File: src/rtl/apb_global_pkg.sv
// Shared APB types and default bus widths used by the completer and its memory.
package apb_global_pkg;

    localparam int unsigned ADDRESS_WIDTH = 32;
    localparam int unsigned DATA_WIDTH    = 32;

    typedef enum logic {
        READ  = 1'b0,
        WRITE = 1'b1
    } tx_type_e;

    typedef enum logic {
        OKAY  = 1'b0,
        ERROR = 1'b1
    } slave_error_e;

    // pprot[0]=privileged, pprot[1]=non-secure, pprot[2]=instruction
    typedef enum logic [2:0] {
        DATA_SECURE_NPRIV   = 3'b000,
        DATA_SECURE_PRIV    = 3'b001,
        DATA_NSECURE_NPRIV  = 3'b010,
        DATA_NSECURE_PRIV   = 3'b011,
        INSTR_SECURE_NPRIV  = 3'b100,
        INSTR_SECURE_PRIV   = 3'b101,
        INSTR_NSECURE_NPRIV = 3'b110,
        INSTR_NSECURE_PRIV  = 3'b111
    } protection_type_e;

    typedef enum logic {
        IDLE   = 1'b0,
        ACCESS = 1'b1
    } apb_slave_state_e;

endpackage

File: src/rtl/apb_slave_byte_mem.sv
// Word-addressed storage with byte-lane write strobes; contents are not reset.
module apb_slave_byte_mem #(
    parameter int unsigned DATA_WIDTH = 32,
    parameter int unsigned MEM_WORDS  = 16,
    localparam int unsigned STRB_W    = DATA_WIDTH / 8,
    localparam int unsigned IDX_W     = (MEM_WORDS > 1) ? $clog2(MEM_WORDS) : 1
) (
    input  logic                  i_clk,
    input  logic                  i_we,
    input  logic [IDX_W-1:0]      i_waddr,
    input  logic [STRB_W-1:0]     i_wstrb,
    input  logic [DATA_WIDTH-1:0] i_wdata,
    input  logic [IDX_W-1:0]      i_raddr,
    output logic [DATA_WIDTH-1:0] o_rdata
);

    logic [DATA_WIDTH-1:0] r_mem [MEM_WORDS];

    // Synchronous write, only the strobed byte lanes change
    always_ff @(posedge i_clk) begin
        if (i_we) begin
            for (int unsigned b = 0; b < STRB_W; b++) begin
                if (i_wstrb[b]) begin
                    r_mem[i_waddr][b*8 +: 8] <= i_wdata[b*8 +: 8];
                end
            end
        end
    end

    assign o_rdata = r_mem[i_raddr];

endmodule

File: src/rtl/apb_slave_mem_responder.sv
// APB4 completer backed by a small byte-strobed memory, with programmable
// wait states, access checking and a saturating error counter.
module apb_slave_mem_responder #(
    parameter int unsigned ADDRESS_WIDTH = apb_global_pkg::ADDRESS_WIDTH,
    parameter int unsigned DATA_WIDTH    = apb_global_pkg::DATA_WIDTH,
    parameter int unsigned MEM_WORDS     = 16,
    parameter logic [31:0] BASE_ADDR     = 32'h0000_0000
) (
    input  logic                      pclk,
    input  logic                      preset_n,
    input  logic                      psel,
    input  logic                      penable,
    input  logic                      pwrite,
    input  logic [ADDRESS_WIDTH-1:0]  paddr,
    input  logic [DATA_WIDTH-1:0]     pwdata,
    input  logic [DATA_WIDTH/8-1:0]   pstrb,
    input  logic [2:0]                pprot,
    input  logic [3:0]                cfg_wait_states,
    output logic                      pready,
    output logic [DATA_WIDTH-1:0]     prdata,
    output logic                      pslverr,
    output logic [7:0]                err_count
);

    import apb_global_pkg::*;

    localparam int unsigned STRB_W     = DATA_WIDTH / 8;
    localparam int unsigned BYTE_OFF_W = $clog2(STRB_W);
    localparam int unsigned IDX_W      = (MEM_WORDS > 1) ? $clog2(MEM_WORDS) : 1;
    localparam int unsigned MEM_BYTES  = MEM_WORDS * STRB_W;
    localparam logic [ADDRESS_WIDTH-1:0] BASE = ADDRESS_WIDTH'(BASE_ADDR);

    apb_slave_state_e            r_state;
    logic [ADDRESS_WIDTH-1:0]    r_addr;
    tx_type_e                    r_write;
    logic [DATA_WIDTH-1:0]       r_wdata;
    logic [STRB_W-1:0]           r_strb;
    logic                        r_priv;
    logic [3:0]                  r_wait_cnt;
    logic                        r_pready;
    logic [DATA_WIDTH-1:0]       r_prdata;
    slave_error_e                r_pslverr;
    logic [7:0]                  r_err_count;

    logic                        w_setup;
    logic                        w_access_ok;
    logic                        w_live;
    logic [ADDRESS_WIDTH-1:0]    w_addr;
    tx_type_e                    w_write;
    logic [STRB_W-1:0]           w_strb;
    logic                        w_priv;
    logic [ADDRESS_WIDTH-1:0]    w_offset;
    logic [IDX_W-1:0]            w_word_idx;
    logic                        w_in_range;
    logic                        w_misaligned;
    logic                        w_null_wr;
    logic                        w_priv_viol;
    logic                        w_err;
    logic                        w_load_cmpl;
    logic                        w_complete;
    logic                        w_mem_we;
    logic [DATA_WIDTH-1:0]       w_mem_rdata;
    logic                        w_unused_prot;

    assign w_setup     = psel && !penable;
    assign w_access_ok = psel && penable;

    // A zero-wait transfer must have its response ready at the setup edge, so
    // the checks look at the live bus in IDLE and at the latched fields after.
    assign w_live  = (r_state == IDLE);
    assign w_addr  = w_live ? paddr              : r_addr;
    assign w_write = w_live ? tx_type_e'(pwrite) : r_write;
    assign w_strb  = w_live ? pstrb              : r_strb;
    assign w_priv  = w_live ? pprot[0]           : r_priv;

    // Only the privilege bit matters to this completer
    assign w_unused_prot = ^pprot[2:1];

    assign w_offset     = w_addr - BASE;
    assign w_word_idx   = IDX_W'(w_offset >> BYTE_OFF_W);
    assign w_in_range   = (w_addr >= BASE) && (w_offset < ADDRESS_WIDTH'(MEM_BYTES));
    assign w_misaligned = (w_addr & ADDRESS_WIDTH'(STRB_W - 1)) != '0;
    assign w_null_wr    = (w_write == WRITE) && (w_strb == '0);
    assign w_priv_viol  = !w_priv && w_word_idx[IDX_W-1];
    assign w_err        = !w_in_range || w_misaligned || w_null_wr || w_priv_viol;

    // Response is registered one edge ahead of the cycle in which pready shows
    assign w_load_cmpl = (w_live && w_setup && (cfg_wait_states == 4'd0)) ||
                         ((r_state == ACCESS) && w_access_ok && !r_pready &&
                          (r_wait_cnt == 4'd1));
    assign w_complete  = (r_state == ACCESS) && w_access_ok && r_pready;
    assign w_mem_we    = w_complete && (r_write == WRITE) && (r_pslverr == OKAY);

    apb_slave_byte_mem #(
        .DATA_WIDTH (DATA_WIDTH),
        .MEM_WORDS  (MEM_WORDS)
    ) u_mem (
        .i_clk   (pclk),
        .i_we    (w_mem_we),
        .i_waddr (w_word_idx),
        .i_wstrb (r_strb),
        .i_wdata (r_wdata),
        .i_raddr (w_word_idx),
        .o_rdata (w_mem_rdata)
    );

    // Transfer FSM: latch the request at setup, count waits, drop on abort
    always_ff @(posedge pclk or negedge preset_n) begin
        if (!preset_n) begin
            r_state    <= IDLE;
            r_addr     <= '0;
            r_write    <= READ;
            r_wdata    <= '0;
            r_strb     <= '0;
            r_priv     <= 1'b0;
            r_wait_cnt <= '0;
        end else begin
            case (r_state)
                IDLE: begin
                    if (w_setup) begin
                        r_state    <= ACCESS;
                        r_addr     <= paddr;
                        r_write    <= tx_type_e'(pwrite);
                        r_wdata    <= pwdata;
                        r_strb     <= pstrb;
                        r_priv     <= pprot[0];
                        r_wait_cnt <= cfg_wait_states;
                    end
                end
                ACCESS: begin
                    if (!w_access_ok || r_pready) begin
                        r_state <= IDLE;
                    end else if (r_wait_cnt != 4'd0) begin
                        r_wait_cnt <= r_wait_cnt - 4'd1;
                    end
                end
                default: r_state <= IDLE;
            endcase
        end
    end

    // Response registers and error counter; pready/pslverr are single-cycle
    always_ff @(posedge pclk or negedge preset_n) begin
        if (!preset_n) begin
            r_pready    <= 1'b0;
            r_prdata    <= '0;
            r_pslverr   <= OKAY;
            r_err_count <= '0;
        end else begin
            r_pready  <= 1'b0;
            r_pslverr <= OKAY;
            if (w_load_cmpl) begin
                r_pready  <= 1'b1;
                r_pslverr <= w_err ? ERROR : OKAY;
                if (w_write == READ) begin
                    r_prdata <= w_err ? '0 : w_mem_rdata;
                end
            end
            if (w_complete && (r_pslverr == ERROR) && (r_err_count != 8'hFF)) begin
                r_err_count <= r_err_count + 8'd1;
            end
        end
    end

    assign pready    = r_pready;
    assign prdata    = r_prdata;
    assign pslverr   = (r_pslverr == ERROR);
    assign err_count = r_err_count;

endmodule

File: config.mk
export PLATFORM = sky130hd
export DESIGN_NAME = apb_slave_mem_responder
export DESIGN_NICKNAME = d
export VERILOG_FILES = /design/src/rtl/apb_global_pkg.sv /design/src/rtl/apb_slave_byte_mem.sv /design/src/rtl/apb_slave_mem_responder.sv
export SDC_FILE = /design/constraint.sdc
export NUM_CORES = 1
export LEC_CHECK = 0
export ABC_AREA = 1
export ABC_CLOCK_PERIOD_IN_PS = 2900
export BUFFER_PORTS_ARGS = -buffer_cell sky130_fd_sc_hd__buf_2
export CAP_MARGIN = 20
export CORE_MARGIN = 2
export CORE_UTILIZATION = 35
export CTS_BUF_LIST = sky130_fd_sc_hd__clkbuf_4 sky130_fd_sc_hd__clkbuf_8
export DETAILED_ROUTE_END_ITERATION = 6
export GPL_TIMING_DRIVEN = 0
export SETUP_SLACK_MARGIN = 0.5
export SLEW_MARGIN = 20
export SYNTH_ARGS = -nofsm -noshare
export SYNTH_HDL_FRONTEND = slang
export SYNTH_HIERARCHICAL = 1
export SYNTH_SLANG_ARGS = --single-unit
File: constraint.sdc
create_clock -name pclk -period 2.9 [get_ports pclk]
set_input_delay 0.58 -clock pclk [delete_from_list [all_inputs] [get_ports pclk]]
set_output_delay 0.58 -clock pclk [all_outputs]
set_load 0.01 [all_outputs]
* Word-level counts from Yosys, hierarchy flattened
Memory sizes are Yosys's and may differ from the RTL's. Cells that the tools add are included.
Storage, ports and cells: bits in registers 117, memory bits (writable) 512, output and inout bits 42, memories kept 1
Memories:
- u_mem.r_mem | depth 16, width 32, rd ports 1, clocked after Yosys merged registers in 0, wr ports 1, RTL line apb_slave_byte_mem.sv:17 | logic [DATA_WIDTH-1:0] r_mem [MEM_WORDS];
Cells by class: $add $sub $neg 2, magnitude comparators 2, equal/unequal tests 5, mux-type cells 27, bitwise operators 3, reductions and logical operators 32
Operators with widths (number):
- $mux 32 | 2
- $ge 32x1->1 const B | 1
- $lt 32x7->1 const B | 1
- $reduce_bool 32->1 | 1
- $mux 1 | 19
- $mux 4 | 4
- $logic_and 1x1->1 | 15
- $add 8x1->8 const B | 1
- $logic_not 4->1 | 2
- $ne 8x8->1 const B | 1
- $pmux 4 s2 | 1
- $logic_not 1->1 | 5
- $logic_or 1x1->1 | 5
- $eq 4x1->1 const B | 1
- $ne 2x2->1 const B | 2
- $reduce_and 2->1 | 2
- $reduce_bool 4->1 | 1
- $sub 4x1->4 const B | 1
- $not 1->1 | 3
- $reduce_and 3->1 | 1
- $ne 2x1->1 const B | 1
- $pmux 1 s2 | 1

* Longest topological paths before layout
Gate-level depths: netlist (run 1).
word-level depth 9, depth in mapped cells 18

* Modules after synthesis
Netlist (run 1), hierarchy kept.
Modules (own cells, without submodules):
- apb_slave_byte_mem | instances 1, cells each 2163, area an instance 22375.2 µm²
- apb_slave_mem_responder | instances 1, cells each 577, area an instance 5303.8 µm²

* Least setup slack after synthesis (run 1)
Ideal clock, no wire load.
kind register to register, start reg r_state, end mem u_mem.r_mem[4][0] (enable), setup time 0.370 ns, arrival time 1.981 ns, data required time 2.530 ns, setup slack 0.549 ns, cell stages (with the launch flop) 8, path buffers 2, path through dfrtp_1 buf_4 clkbuf_1 o21ai_0 inv_1 nor2_1 nand2_1 nor2_1
On the way: elaborated cells between the ends (all ways) 7, classes of those cells mux: 3; reduce/logical: 4
RTL lines:
- from (decl) | RTL line apb_slave_mem_responder.sv:33 | apb_slave_state_e r_state;
- from (signal assigned) | RTL line apb_slave_mem_responder.sv:110 | r_state <= IDLE;
- from (signal assigned) | RTL line apb_slave_mem_responder.sv:121 | r_state <= ACCESS;
- from (signal assigned) | RTL line apb_slave_mem_responder.sv:132 | r_state <= IDLE;
- $mux 32 | RTL line apb_slave_mem_responder.sv:71 | assign w_addr = w_live ? paddr : r_addr;
- via w_addr[4] | RTL line apb_slave_mem_responder.sv:48 | logic [ADDRESS_WIDTH-1:0] w_addr;
- to (decl) | RTL line apb_slave_byte_mem.sv:17
The timed path passes the listed nets, and every way through them passes these cells.

* Worst setup path after layout (run 1)
start reg r_state, end mem u_mem.r_mem[13][29] (enable)
The elaborated chain is that of the path after synthesis.

==> results of run 1 <==
## cell families after synthesis
group,count (synthesis)
compound gates,36
xor+xnor,7
fa+ha+maj,4
buf+inv,594
flops,629
mux,54
simple gates,1416
## through the flow
step	TNS, ns	cell area [um^2]	hold WS (ns)	cells
6_report	0	34790	0.09552	4176
5_1_grt	0	34790	0.06083	4175
4_1_cts	0	33190	0.04759	4130
3_5_place_dp	-311.02	29650	0.4615	3910
3_3_place_gp	-389.33	29590	0.4593	3909
2_1_floorplan	0	27680	0.2844	2740
## repair_timing
item                                    CTS  global route
gates cloned                              1             6
resized for setup                       336           174
endpoints found under the hold margin    39             0
pin swaps                                41           134
setup buffers                            24            37
endpoints found under the setup margin  544           534
hold buffers                              1             0
## critical path, stage by stage, from the launching register on
cell and delay (ns):
dfrtp_2 0.44, buf_8 0.14, clkbuf_16 0.16, o21ai_4 0.34, inv_1 0.08, nor2_1 0.37, nand2_2 0.33, nor2_4 0.41
## final cells by class
class,count,share of cell area
tap,1050,0.03776
buffer,132,0.04175
clock inverter,28,0.003776
sequential,629,0.5261
timing repair buffer,189,0.05448
multi-input combinational,1517,0.2305
antenna,3,0.0002158
inverter,462,0.05017
clock buffer,166,0.05524
## worst max path at each step
stage                                to  cells after the start
floorplan             u_mem/r_mem[4][0]                      7
global placement             prdata[10]                     13
detailed placement           prdata[10]                     13
CTS                  u_mem/r_mem[1][22]                      7
global route        u_mem/r_mem[13][31]                      7
finish              u_mem/r_mem[13][29]                      7
## synthesized netlist by cell type, drive strengths merged
cell type,count
inv,462
edfxtp,512
a22oi,1
nor2,144
o211ai,1
xnor2,4
xor2,3
buf,117
nand3,430
nor3,4
ha,4
clkbuf,15
o21ai,28
mux2,54
nand4,2
nand3b,1
nand2,834
or2,1
dfrtp,117
a21boi,1
a21oi,4
o22ai,1
## cells in the final DEF, fill, tap and decap left out, types with 2 or more instances in the layout
master	count
clkbuf_16	7
buf_12	76
inv_1	454
clkbuf_8	108
buf_16	2
buf_2	145
nand4_1	2
o21ai_0	21
clkbuf_4	68
o21ai_1	3
clkinv_2	10
clkinvlp_4	2
nand2_2	37
edfxtp_1	512
nor2_1	70
xor2_1	3
xnor2_1	4
a21oi_1	4
inv_6	2
o21ai_4	4
mux2_2	54
dfrtp_1	116
diode_2	3
ha_1	4
buf_4	33
nor2_2	7
inv_2	6
nand2_1	793
buf_8	16
buf_6	23
clkbuf_2	7
nand3_1	323
clkinv_1	15
nor2_4	67
nor3_1	3
nand2_4	4
nand3_2	106
## metal layers
layer | part of all wire | wire length [um] | GRT usage | vias up
met2 | 0.46 | 40410 | 0.3248 | 1046
met5 | 0.00039 | 34 | 0 | -
li1 | - | - | - | 9420
met4 | 0.038 | 3344 | 0.07238 | 6
met3 | 0.091 | 7961 | 0.04240 | 211
met1 | 0.41 | 35890 | 0.2822 | 9800
## flip-flops by register name, indices dropped and copies added, names as in the netlist
name         count
u_mem/r_mem    512
prdata          32
r_addr          32
r_wdata         32
err_count        8
r_strb           4
r_wait_cnt       4
pready           1
pslverr          1
r_priv           1
r_state          1
r_write          1
## power groups by stage
stage | combinational (uW) | sequential [uW] | clock [uW]
2_1_floorplan | 1450 | 10800 | 0
3_3_place_gp | 2360 | 11000 | 0
3_5_place_dp | 2390 | 11000 | 0
4_1_cts | 2670 | 10800 | 7850
5_1_grt | 3180 | 10900 | 8280
6_report | 3000 | 10800 | 7740
==> results.tsv, run 1 <==
stage	metric	value	unit
sta	max_slew.worst_pin.slew	0.6945	ns
worst_setup_path	worst_ep_required_time	3.26	ns
clock_tree	tritoncts_clock_tree	done	
placed_design	detailed_place_hpwl	54.72	mm
grt	initial_antenna_violation_count	5	
layout	syn_to_final_growth	25.70	%
worst_setup_path	r2r-start	r_state	
min_path	min_from	pwdata[19]	
pwr	share_seq_of_total_power	0.502	
worst_setup_path	rr_worst_depth	7	
layout	final_layout_size_suffix_gt1_frac	0.2526	
pwr	powerDensity	620.2	mW/mm^2
pwr	p_comb_frac	0.139	
drt	detail_route.first_pass.iterations	6	
clock_tree	clock_insertion_delay_worst_skew	0.73	ns
sta	slew_violations	0	
layout	fill_count	7256	
logic_synthesis	synthMuxAreaShare	0.02197	
pwr	power.switching	5978	uW
drt	wl_per_cell	20.99	um
logic_synthesis	synth.distinct_cells	32	
logic_synthesis	synth-adder-area-share	0.001808	
logic_synthesis	synthesis.area_per_instance	10.10	um^2
worst_setup_path	critPathKind	flop to flop	
pwr	p_leak	0.01520	uW
min_path	min-delay-path-class	input port to flop	
logic_synthesis	synth.yosys.warnings	6	
pwr	ir_drop_worst_case_vdd	0.0003196	V
worst_setup_path	crit_path_start	r_state	
job	max-cap-violations	0	
grt	grt.total_usage	0.2059	
clock_tree	cts_inserted_buffers	103	
clock_tree	clock_pin_slew_on_the_worst_setup_and_hold_paths	0.06	ns
logic_synthesis	yosys-top-cells-area	edfxtp_1, nand2_1, dfrtp_1	
clock_tree	cts_max_level	3	
placed_design	dp_worst_setup_slack	-1.436	ns
grt	first_pass_grt_wire_length	122.9	mm
pwr	power.clock.fraction	0.359	
floorplan	initial_utilization	0.3521	
sta	finalSetupViolations	0	
layout	num-nets-final	3118	
pwr	total_power	21580	uW
logic_synthesis	syn_area	0.02768	mm^2
pwr	cellInternalPower	15600	uW
worst_setup_path	crit_path_max_fanout	8	
sta	postLayoutSetupSlackWorst	0.2653	ns
sta	finalCritPeriodShare	0.9085	
drt	via_count	20480	
layout	finish.utilization	0.4426	
worst_setup_path	regToRegEndpoint	u_mem/r_mem[13][29]	
logic_synthesis	mappedNetlistNets	2824	
sta	fmax	0.3795	GHz
sta	timing_hold_violations_final	0	
worst_setup_path	r2r_setup_slack	0.27	ns
min_path	cells_on_worst_hold_path	2	
clock_tree	numClockSinks	629	
grt	grt_max_degree	79	
floorplan	rows	103	
floorplan	placeableCoreArea	0.07861	mm^2
placed_design	gp_congestion	0.8661	
pwr	switching_share_of_power	0.2770	
layout	area_of_combinational_cells_with_multiple_inputs	0.008020	mm^2
logic_synthesis	synthSimpleGateAreaFrac	0.2124	
clock_tree	clock-root-buffer	clkbuf_8	
logic_synthesis	synth_xor_area_frac	0.002215	
sta	slew_headroom	0.5370	
floorplan	ios	122	
logic_synthesis	yosysTopAreaCellShare	0.5555	
drt	drc	0	
grt	grt_remaining_overflow	0	
sta	finClkSkew	0.03651	ns
min_path	holdPathEnd	r_wdata[19]	
floorplan	floorplan.die.height	285.2	um
worst_setup_path	worstSetupStartpointType	flop	
logic_synthesis	synth-compound-area-share	0.006826	
outcome	run_status	finished, final reports clean	
placed_design	buffer_ports.inserted	119	
floorplan	die_width	285.2	um
worst_setup_path	cp.arrival	2.99	ns
grt	via_count_of_the_first_global_routing_pass	18890	
logic_synthesis	synth_seq_cells	629	
drt	finalWirelength	87.64	mm
logic_synthesis	portion_of_the_post_synthesis_area_used_by_sequential_elements	0.6612	
floorplan	die_area	0.08135	mm^2
logic_synthesis	largest_family_of_logic_cells_by_synthesized_area	simple AND/OR/NAND/NOR gates	
sta	period_needed	2.635	ns
drt	routed_via_count_divided_by_cell_count	4.905	
drt	drt-initial-drc-count	2018	
clock_tree	cts_buffer_depth	3	
layout	area.sequential	0.01830	mm^2
sta	rsz0062_at_grt	yes	
worst_setup_path	critical_path.endpoint_type	flop	
logic_synthesis	postSynthCellCount	2740	
logic_synthesis	synth_largest_area_cell	edfxtp_1	
drt	detail-route-antenna-nets	0	
(Power assumes the default switching activity.)
==> run 2, diff against run 1 <==
==> constraint.sdc (replaced) <==
create_clock -name pclk -period 2.9 [get_ports pclk]
set_input_delay 0 -clock pclk [delete_from_list [all_inputs] [get_ports pclk]]
set_output_delay 0 -clock pclk [all_outputs]
set_load 0.01 [all_outputs]
==> run 2 against run 1 <==
The run now ends with design-rule violations left. Worst setup slack improved by 0.068 ns. Final cell count rose by 2.3%. Sequential power barely moved. Combinational power up 12%. Total power rose by 1.7%. Fmax increased by 2.6%. Clock-buffer cell count is the same. Critical endpoint is now prdata[23].
==> results.tsv, run 2 (synthesis gave the netlist of run 1 again) <==
stage	metric	value	unit	change
layout	max_flop_register	u_mem/r_mem		
clock_tree	cts_buffer_depth	3		unchanged
worst_setup_path	crit_path_max_fanout	10		+2
drt	drc	6		+6
layout	final_layout_size_suffix_gt1_frac	0.2760		+0.02336
clock_tree	tritoncts_clock_tree	done		
placed_design	detailed_place_hpwl	54.72	mm	unchanged
grt	via_count_of_the_first_global_routing_pass	19360		+2.5%
min_path	cells_on_worst_hold_path	3		+1
worst_setup_path	critical_path.endpoint_type	flop		
drt	wl_per_cell	21.27	um	+1.4%
layout	num-nets-final	3216		+3.1%
floorplan	die_area	0.08135	mm^2	unchanged
worst_setup_path	worst_ep_required_time	3.51	ns	+0.25 ns
sta	period_needed	2.567	ns	-0.06791 ns
grt	first_pass_grt_wire_length	124.4	mm	+1.2%
clock_tree	numClockSinks	629		unchanged
clock_tree	cts_max_level	3		unchanged
sta	max_slew.worst_pin.slew	0.7080	ns	+0.01349 ns
worst_setup_path	critPathKind	flop to flop		
clock_tree	clock-root-buffer	clkbuf_8		
drt	routed_via_count_divided_by_cell_count	4.967		+1.3%
sta	rsz0062_at_grt	yes		
placed_design	dp_worst_setup_slack	-1.436	ns	unchanged
worst_setup_path	regToRegEndpoint	prdata[23]		
worst_setup_path	timing.critical_path.slowest_stage_cell	dfrtp_2		
sta	timing_hold_violations_final	0		unchanged
worst_setup_path	r2r_setup_slack	0.33	ns	+0.07 ns
pwr	switching_share_of_power	0.2799		+0.002828
sta	slew_violations	0		unchanged
pwr	total_power	21940	uW	+1.7%
clock_tree	clock_pin_slew_on_the_worst_setup_and_hold_paths	0.06	ns	about the same
pwr	ir_drop_worst_case_vdd	0.0003344	V	+4.6%
pwr	share_seq_of_total_power	0.494		-0.008
worst_setup_path	critical_path.cell_chain	buf_8, clkbuf_16, o21ai_4, buf_12, inv_16, buf_16, buf_12, nand2_1, nand2_1, nand2_1, nand3_1, nand3_2, nand2_2, inv_1, nor2_1, nand3_1, nand2_1		
worst_setup_path	critical-path-top-cell-by-count	nand2_1		
pwr	powerDensity	602.6	mW/mm^2	-2.8%
floorplan	ios	122		unchanged
floorplan	rows	103		unchanged
sta	slew_headroom	0.5280		-0.008992
worst_setup_path	r2r-start	r_state		
grt	grt_max_degree	79		unchanged
placed_design	buffer_ports.inserted	119		unchanged
sta	finClkSkew	0.03426	ns	-0.002250 ns
worst_setup_path	worstSetupStartpointType	flop		
layout	layout.cells.most_common	nand2_1		
worst_setup_path	rr_worst_depth	17		+10
min_path	min-delay-path-class	input port to flop		
floorplan	placeableCoreArea	0.07861	mm^2	unchanged
sta	finalCritPeriodShare	0.8851		-0.02342
drt	detail-route-antenna-nets	0		unchanged
worst_setup_path	critical_path_max_stage_delay	0.44	ns	about the same
drt	via_count	21220		+3.6%
placed_design	gp_congestion	0.8661		unchanged
layout	syn_to_final_growth	31.54	%	
layout	fill_count	7056		-2.8%
pwr	cellInternalPower	15800	uW	+1.3%
pwr	p_comb_frac	0.153		+0.014
job	max-cap-violations	0		unchanged
floorplan	die_width	285.2	um	unchanged
outcome	run_status	finished, violations left		
sta	finalSetupViolations	0		unchanged
drt	detail_route.first_pass.iterations	7		+1
clock_tree	cts_inserted_buffers	103		unchanged
floorplan	initial_utilization	0.3521		unchanged
drt	drt-initial-drc-count	2230		+11%
min_path	holdPathEnd	r_wdata[20]		
pwr	p_leak	0.01590	uW	+4.6%
worst_setup_path	cp.arrival	3.18	ns	+0.19 ns
grt	initial_antenna_violation_count	2		-3
pwr	power.clock.fraction	0.353		-0.006
sta	postLayoutSetupSlackWorst	0.3332	ns	+0.06791 ns
floorplan	floorplan.die.height	285.2	um	unchanged
outcome	violated_checks	design-rule violations		
drt	finalWirelength	90.91	mm	+3.7%
clock_tree	clock_insertion_delay_worst_skew	0.73	ns	about the same
pwr	power.switching	6140	uW	+2.7%
min_path	min_from	pwdata[20]		
layout	highest_count_cells_in_the_layout_ignoring_fill_and_taps	nand2_1, edfxtp_1, inv_1		
sta	fmax	0.3896	GHz	+2.6%
grt	grt_remaining_overflow	0		unchanged
grt	grt.total_usage	0.2077		+0.001761
layout	max_reg_flops	512		unchanged
-- run 2: changes by cell type in the layout (fill, tap and decap cells not counted), moves of 3 or more --
cell | before | now
buf_12 | 76 | 84
buf_16 | 2 | 5
clkbuf_16 | 7 | 17
dlygate4sd3_1 | 1 | 79
inv_1 | 454 | 450
inv_2 | 6 | 10
nand2_1 | 793 | 767
nand2_2 | 37 | 58
nand2_4 | 4 | 9
nand3_1 | 323 | 275
nand3_2 | 106 | 154
-- run 2: layer usage --
| metal | global-route usage | share of wire | up-vias |
|---|---|---|---|
| li1 | - | - | 9611 |
| met1 | 0.2833 | 0.40 | 10200 |
| met2 | 0.3316 | 0.46 | 1176 |
| met3 | 0.03928 | 0.092 | 236 |
| met4 | 0.07343 | 0.040 | 0 |
| met5 | 0 | 0 | - |
-- run 2: worst max-delay path by stage --
stage                    endpoint  slack (ns)     from  cells past startpoint
2_1_floorplan   u_mem/r_mem[4][0]        0.55  r_state                      7
3_3_place_gp           prdata[10]       -1.46  r_state                     13
3_5_place_dp           prdata[10]       -1.44  r_state                     13
4_1_cts        u_mem/r_mem[1][22]        0.38  r_state                      7
5_1_grt                prdata[26]        0.26  r_state                     17
6_report               prdata[23]        0.33  r_state                     17
-- run 2: repair_timing --
item	4_1_cts	5_1_grt
pin swaps	41	181
buffers inserted	24	44
endpoints found under the setup margin	544	534
resized for setup	336	282
hold endpoints to repair	196	0
hold buffers	80	0
gates cloned	1	18
-- run 2: critical path, delay by kind of cell (launching register included) --
kind                   cells  cell delay [ns]
and+or+nand+nor            9             0.73
DFF                        1             0.44
buffers and inverters      7             0.97
AOI/OAI and AO/OA          1             0.33
-- run 2: layout make-up --
cell class,count,area (um^2),area share
Buffer,132,1510,0.04148
Sequential cell,629,18300,0.5027
Clock inverter,28,131.4,0.003608
Antenna cell,2,5.005,0.0001375
Inverter,462,1754,0.04818
Multi-Input combinational cell,1517,8361,0.2296
Tap cell,1050,1314,0.03608
Timing Repair Buffer,287,3108,0.08536
Clock buffer,166,1922,0.05279
-- run 2: stage by stage --
step	TNS, ns	instances	util	cell area (um^2)	hold WS [ns]
2_1_floorplan	0	2740	-	27680	-0.2956
3_3_place_gp	-321.50	3909	0.3764	29590	0.2326
3_5_place_dp	-311.02	3910	0.3772	29650	-0.08554
4_1_cts	0	4209	0.4325	34000	0.008851
5_1_grt	0	4273	0.4631	36410	0.03438
6_report	0	4273	0.4631	36410	0.04760
-- run 2: power by group through the flow --
stage / clock network, uW / logic, uW / registers [uW]
after global placement: 0 / 2360 / 11000
after CTS: 7850 / 2760 / 10800
final: 7750 / 3350 / 10800
after global routing: 8280 / 3520 / 10900
after detailed placement: 0 / 2390 / 11000
after floorplan: 0 / 1450 / 10800
